===== config.mk =====
export PLATFORM = sky130hd
export DESIGN_NAME = uart_rx_fifo
export DESIGN_NICKNAME = d
export VERILOG_FILES = /design/src/rtl/uart_rx_fifo.sv
export SDC_FILE = /design/constraint.sdc
export NUM_CORES = 1
export LEC_CHECK = 0
export BUFFER_PORTS_ARGS = -buffer_cell sky130_fd_sc_hd__buf_2
export CORE_MARGIN = 10
export CORE_UTILIZATION = 65
export DETAILED_ROUTE_END_ITERATION = 7
export PLACE_DENSITY = 0.86
export SYNTH_ARGS = -nofsm -noshare
export SYNTH_HDL_FRONTEND = slang
export SYNTH_SLANG_ARGS = --single-unit

===== constraint.sdc =====
create_clock -name clk -period 4.6 [get_ports clk]
set_clock_uncertainty 0.05 [all_clocks]
set_input_delay 0.46 -clock clk [delete_from_list [all_inputs] [get_ports clk]]
set_output_delay 0.46 -clock clk [all_outputs]
set_load 0.01 [all_outputs]

===== src/rtl/uart_rx_fifo.sv =====
// uart_rx_fifo
// Receive-side character buffer behind the UART receiver. Each completed
// character is stored with its parity and framing flags in a circular FIFO.
// The oldest entry is presented on a first-word-fall-through valid/ready port.
// A sticky overrun flag and a saturating drop counter record discarded characters.

module uart_rx_fifo #(
  parameter int DATA_BITS = 8,
  parameter int DEPTH     = 16
) (
  input  logic                       clk,
  input  logic                       reset,
  input  logic                       in_valid,
  input  logic [DATA_BITS-1:0]       in_data,
  input  logic                       in_parity_err,
  input  logic                       in_frame_err,
  input  logic                       rd_ready,
  output logic                       rd_valid,
  output logic [DATA_BITS-1:0]       rd_data,
  output logic                       rd_parity_err,
  output logic                       rd_frame_err,
  output logic [$clog2(DEPTH):0]     count,
  output logic                       full,
  output logic                       empty,
  output logic                       overrun,
  output logic [7:0]                 drop_count,
  input  logic                       overrun_clr
);

  // Low pointer bits address the memory; the extra MSB is the wrap bit that
  // tells "full" apart from "empty" when the low bits are equal.
  localparam int ADDR_W  = $clog2(DEPTH);
  localparam int PTR_W   = ADDR_W + 1;
  localparam int ENTRY_W = DATA_BITS + 2;

  // Entry layout: {frame_err, parity_err, data}
  function automatic logic [ENTRY_W-1:0] pack_entry(
    input logic                 frame_err,
    input logic                 parity_err,
    input logic [DATA_BITS-1:0] data
  );
    return {frame_err, parity_err, data};
  endfunction

  logic                 in_prev_r;
  logic [PTR_W-1:0]     wr_ptr_r;
  logic [PTR_W-1:0]     rd_ptr_r;
  logic                 overrun_r;
  logic [7:0]           drop_count_r;
  logic [ENTRY_W-1:0]   mem_r [DEPTH];

  logic                 push_s;
  logic                 pop_s;
  logic                 full_s;
  logic                 empty_s;
  logic                 accept_s;
  logic                 drop_s;
  logic [PTR_W-1:0]     wr_ptr_nxt_s;
  logic [PTR_W-1:0]     rd_ptr_nxt_s;
  logic                 overrun_nxt_s;
  logic [7:0]           drop_count_nxt_s;
  logic [ENTRY_W-1:0]   head_s;

  // Flags come straight from the registered pointers, so they never glitch.
  assign empty_s = (wr_ptr_r == rd_ptr_r);
  assign full_s  = (wr_ptr_r[ADDR_W-1:0] == rd_ptr_r[ADDR_W-1:0]) &&
                   (wr_ptr_r[ADDR_W] != rd_ptr_r[ADDR_W]);

  // The receiver holds in_valid for many cycles; only its rising edge writes.
  assign push_s   = in_valid & ~in_prev_r;
  assign pop_s    = ~empty_s & rd_ready;
  // A pop in the same cycle frees the slot the push needs, even when full.
  assign accept_s = push_s & (~full_s | pop_s);
  assign drop_s   = push_s & full_s & ~pop_s;

  // Next-state for pointers and the overrun bookkeeping.
  always_comb begin
    wr_ptr_nxt_s     = wr_ptr_r;
    rd_ptr_nxt_s     = rd_ptr_r;
    overrun_nxt_s    = overrun_r;
    drop_count_nxt_s = drop_count_r;

    if (accept_s) begin
      wr_ptr_nxt_s = wr_ptr_r + PTR_W'(1);
    end else begin
      wr_ptr_nxt_s = wr_ptr_r;
    end

    if (pop_s) begin
      rd_ptr_nxt_s = rd_ptr_r + PTR_W'(1);
    end else begin
      rd_ptr_nxt_s = rd_ptr_r;
    end

    // A drop in the same cycle as a clear wins: the clear restarts the count
    // and this drop is counted as the first one.
    if (drop_s) begin
      overrun_nxt_s = 1'b1;
      if (overrun_clr) begin
        drop_count_nxt_s = 8'd1;
      end else if (drop_count_r != 8'd255) begin
        drop_count_nxt_s = drop_count_r + 8'd1;
      end else begin
        drop_count_nxt_s = drop_count_r;
      end
    end else if (overrun_clr) begin
      overrun_nxt_s    = 1'b0;
      drop_count_nxt_s = 8'd0;
    end else begin
      overrun_nxt_s    = overrun_r;
      drop_count_nxt_s = drop_count_r;
    end
  end

  // Control state: asynchronous reset discards all buffered characters at once.
  always_ff @(posedge clk or posedge reset) begin
    if (reset) begin
      in_prev_r    <= 1'b0;
      wr_ptr_r     <= {PTR_W{1'b0}};
      rd_ptr_r     <= {PTR_W{1'b0}};
      overrun_r    <= 1'b0;
      drop_count_r <= 8'd0;
    end else begin
      in_prev_r    <= in_valid;
      wr_ptr_r     <= wr_ptr_nxt_s;
      rd_ptr_r     <= rd_ptr_nxt_s;
      overrun_r    <= overrun_nxt_s;
      drop_count_r <= drop_count_nxt_s;
    end
  end

  // Storage array; contents are left unreset, validity is tracked by pointers.
  always_ff @(posedge clk) begin
    if (accept_s) begin
      mem_r[wr_ptr_r[ADDR_W-1:0]] <= pack_entry(in_frame_err, in_parity_err, in_data);
    end
  end

  // First-word-fall-through: the head entry is read combinationally.
  assign head_s        = mem_r[rd_ptr_r[ADDR_W-1:0]];
  assign rd_data       = head_s[DATA_BITS-1:0];
  assign rd_parity_err = head_s[DATA_BITS];
  assign rd_frame_err  = head_s[DATA_BITS+1];

  assign rd_valid   = ~empty_s;
  assign empty      = empty_s;
  assign full       = full_s;
  assign count      = wr_ptr_r - rd_ptr_r;
  assign overrun    = overrun_r;
  assign drop_count = drop_count_r;

endmodule


==> metrics.txt <==
combinational share of power around a third; Sw Pwr 1.54 mW; Synth area leaders edfxtp_1 66%, mux4_2 12%, dfrtp_1 6.9%; hold_ws 0.00312 ns; ys flop type edfxtp_1; vias per cell 6.65; chip width 126 µm; Synth top area share 66.4%; sum of negative setup slack 0 ns; Max-Cap Viols 0; Clock power frac about 28%; core area 0.0109 mm²; Slew Viols, Final 0; Post-Syn Nets 411; CTS buffer count 17; Int Power 3.42 mW; Iteration-0 DRC Markers approximately 450; CTS clk-pin slew, worst paths 0.07 ns; die height around 130 µm; met2 Track Usage GR 31.0%; Reg power frac 40.0%; GRT overflow 0; initial core utilization around 66%; Req. time, crit path roughly 5 ns; mapped cell area 0.00724 mm²; GRT busiest layer met2; Via Count 3,961; Syn. warnings 0; Arrival @ worst endpoint 3.51 ns; first-pass detailed-route iteration total 5; Fin. Hold Viols 0; Worst slew margin under 10%; GP Congestion 0.851; Sw Share 31.1%; register area 0.00531 mm²; met3 usage 4.99%; root buf cell clkbuf_8; sequential-to-total area share from yosys stat ~73%; Peak VDD IR 982 µV; min Tclk post-route 3.21 ns; largest net degree at the start of global routing 44; worst hold path class primary input to asynchronous set/reset pin; crit-path max FO 11; largest area contributor in the netlist edfxtp_1; GRT met1 Usage around 27%; IO Pins between 40 and 50; Crit Path Class flip-flop to flip-flop; final WL 15,800 µm; fillcell total 590; DP Wirelength 9440 µm; post_cts resized 0; antenna-violating nets left 0; worst r2r dst wr_ptr_r[4]$_DFFE_PP0P_; wire length of the first global-routing pass 24,300 µm; GRT Total Usage between 20% and 30%; DR WL/cell about 27 µm; FP Rows 38; Worst Max-Slew Pin Slew 1.37 ns; post-synthesis instance total 385; DRC violations left 0; post-synth cell types 43; CTS Sinks 180; die area 0.0158 mm²; FMAX 312 MHz; Final Cycle Share 69.8%; LEAKAGE 2.86 nW; vias in the first global route 4,134; Mean Syn Cell Area 18.8 µm²; number of flops mapped to enable cells by yosys 160; reg2reg setup slack 1.39 ns; asr flop ratio synth 11.1%; initial antenna violation count 2; kind of start point of the critical path flip-flop; port bufs 41; # H-tree levels 4; RSZ-0062 raised after global routing false; area of the multi-input gates 0.00182 mm²; worst r2r path cells 5; reg2reg start wr_ptr_r[2]$_DFFE_PP0P_; clock latency on the worst-skew pair between 0.5 and 0.6 ns; CTS tree built; Layout Area Growth over Synthesis 13.6%; status completed; pwr dens 604 mW/mm²; clock tree buffer depth 2; share of layout cells above drive strength 1 roughly 27%; Final setup viols 0; Critical Path Sink Type flip-flop; Final #Nets around 470; Seq cells post-synth between 150 and 200
critical path, cell delays in order (launching register included):
cell and delay (ns):
dfrtp_1 0.50, ha_1 0.44, nand4_1 0.25, o311ai_0 0.91, nor2_1 0.60, xor2_1 0.28
placed cells by master (no fill, tap or decap), types with 6 or more instances in the layout:
| master | count |
|---|---|
| nor3_1 | 6 |
| clkbuf_16 | 16 |
| edfxtp_1 | 160 |
| xnor2_1 | 9 |
| nand2_1 | 21 |
| ha_1 | 10 |
| inv_1 | 13 |
| buf_4 | 10 |
| a22oi_1 | 20 |
| buf_2 | 41 |
| dfrtp_1 | 18 |
| mux4_2 | 40 |
| nor2_1 | 20 |
synth_stat cells, types with 6 or more instances:
| master | number |
|---|---|
| a22oi_1 | 20 |
| clkbuf_1 | 8 |
| dfrtp_1 | 20 |
| edfxtp_1 | 160 |
| ha_1 | 10 |
| inv_1 | 13 |
| mux4_2 | 40 |
| nand2_1 | 21 |
| nor2_1 | 20 |
| nor3_1 | 6 |
| xnor2_1 | 9 |
worst max path at each step:
stage,startpoint,endpoint,slack (ns)
CTS,rd_ptr_r[0]$_DFFE_PP0P_,rd_data[2],1.34
global placement,wr_ptr_r[2]$_DFFE_PP0P_,wr_ptr_r[4]$_DFFE_PP0P_,1.61
detailed placement,wr_ptr_r[2]$_DFFE_PP0P_,wr_ptr_r[4]$_DFFE_PP0P_,1.49
floorplan,rd_ptr_r[1]$_DFFE_PP0P_,mem_r[3][0]$_DFFE_PP_,1.61
global route,rd_ptr_r[2]$_DFFE_PP0P_,wr_ptr_r[4]$_DFFE_PP0P_,1.16
finish,wr_ptr_r[2]$_DFFE_PP0P_,wr_ptr_r[4]$_DFFE_PP0P_,1.39
final cells by class:
class	count	area share (%)
antenna	2	0.0609
clock inverter	9	1.58
inverter	13	0.594
tap	140	2.13
timing repair buffer	52	3.53
sequential	180	64.6
multi-input combinational	177	22.1
clock buffer	23	5.43
flip-flops by register name, summed over array words and instances (netlist names):
signal and flops:
mem_r 160, drop_count 8, rd_ptr_r 5, wr_ptr_r 5, in_prev_r 1, overrun 1
logic make-up (layout without fill, tap and decap cells):
family / count (synthesis) / in the layout / synth area share [%]
XOR/XNOR: 12 / 12 / 1.56
buffers and inverters: 28 / 97 / 1.62
AND/OR/NAND/NOR: 74 / 74 / 5.00
flip-flops: 180 / 180 / 73.3
other: 0 / 2 / 0
AO/OA/AOI/OAI: 38 / 38 / 3.79
adder cells (fa/ha/maj): 11 / 11 / 2.01
multiplexers: 42 / 42 / 12.7
power groups by stage:
stage	Combinational [mW]	Sequential [mW]	Clock, mW
final	1.56	1.98	1.42
after global routing	1.71	1.99	1.50
after CTS	1.57	1.98	1.43
after detailed placement	1.55	2.01	0
after global placement	1.53	2.00	0
after floorplan	1.10	1.98	0
repair_timing:
item	4_1_cts	5_1_grt
hold buffers	1	0
hold endpoints to repair	1	0
setup buffers	0	0
metal layers:
metal | share of wire (%) | routed length (µm)
met3 | 8.1 | 1270
met5 | 0 | 0
met2 | 48 | 7580
met1 | 40 | 6360
met4 | 3.7 | 588
metrics by stage:
step / setup slack (ns) / util (%) / cells / area, µm² / total power, mW
5_1_grt: 1.16 / 75.5 / 596 / 8220 / 5.20
6_report: 1.39 / 75.5 / 596 / 8220 / 4.96
3_5_place_dp: 1.49 / 70.1 / 561 / 7630 / 3.57
3_3_place_gp: 1.61 / 70.1 / 561 / 7630 / 3.53
2_1_floorplan: 1.61 / - / 385 / 7240 / 3.07
4_1_cts: 1.34 / 75.4 / 594 / 8210 / 4.98
(Power assumes the default switching activity.)
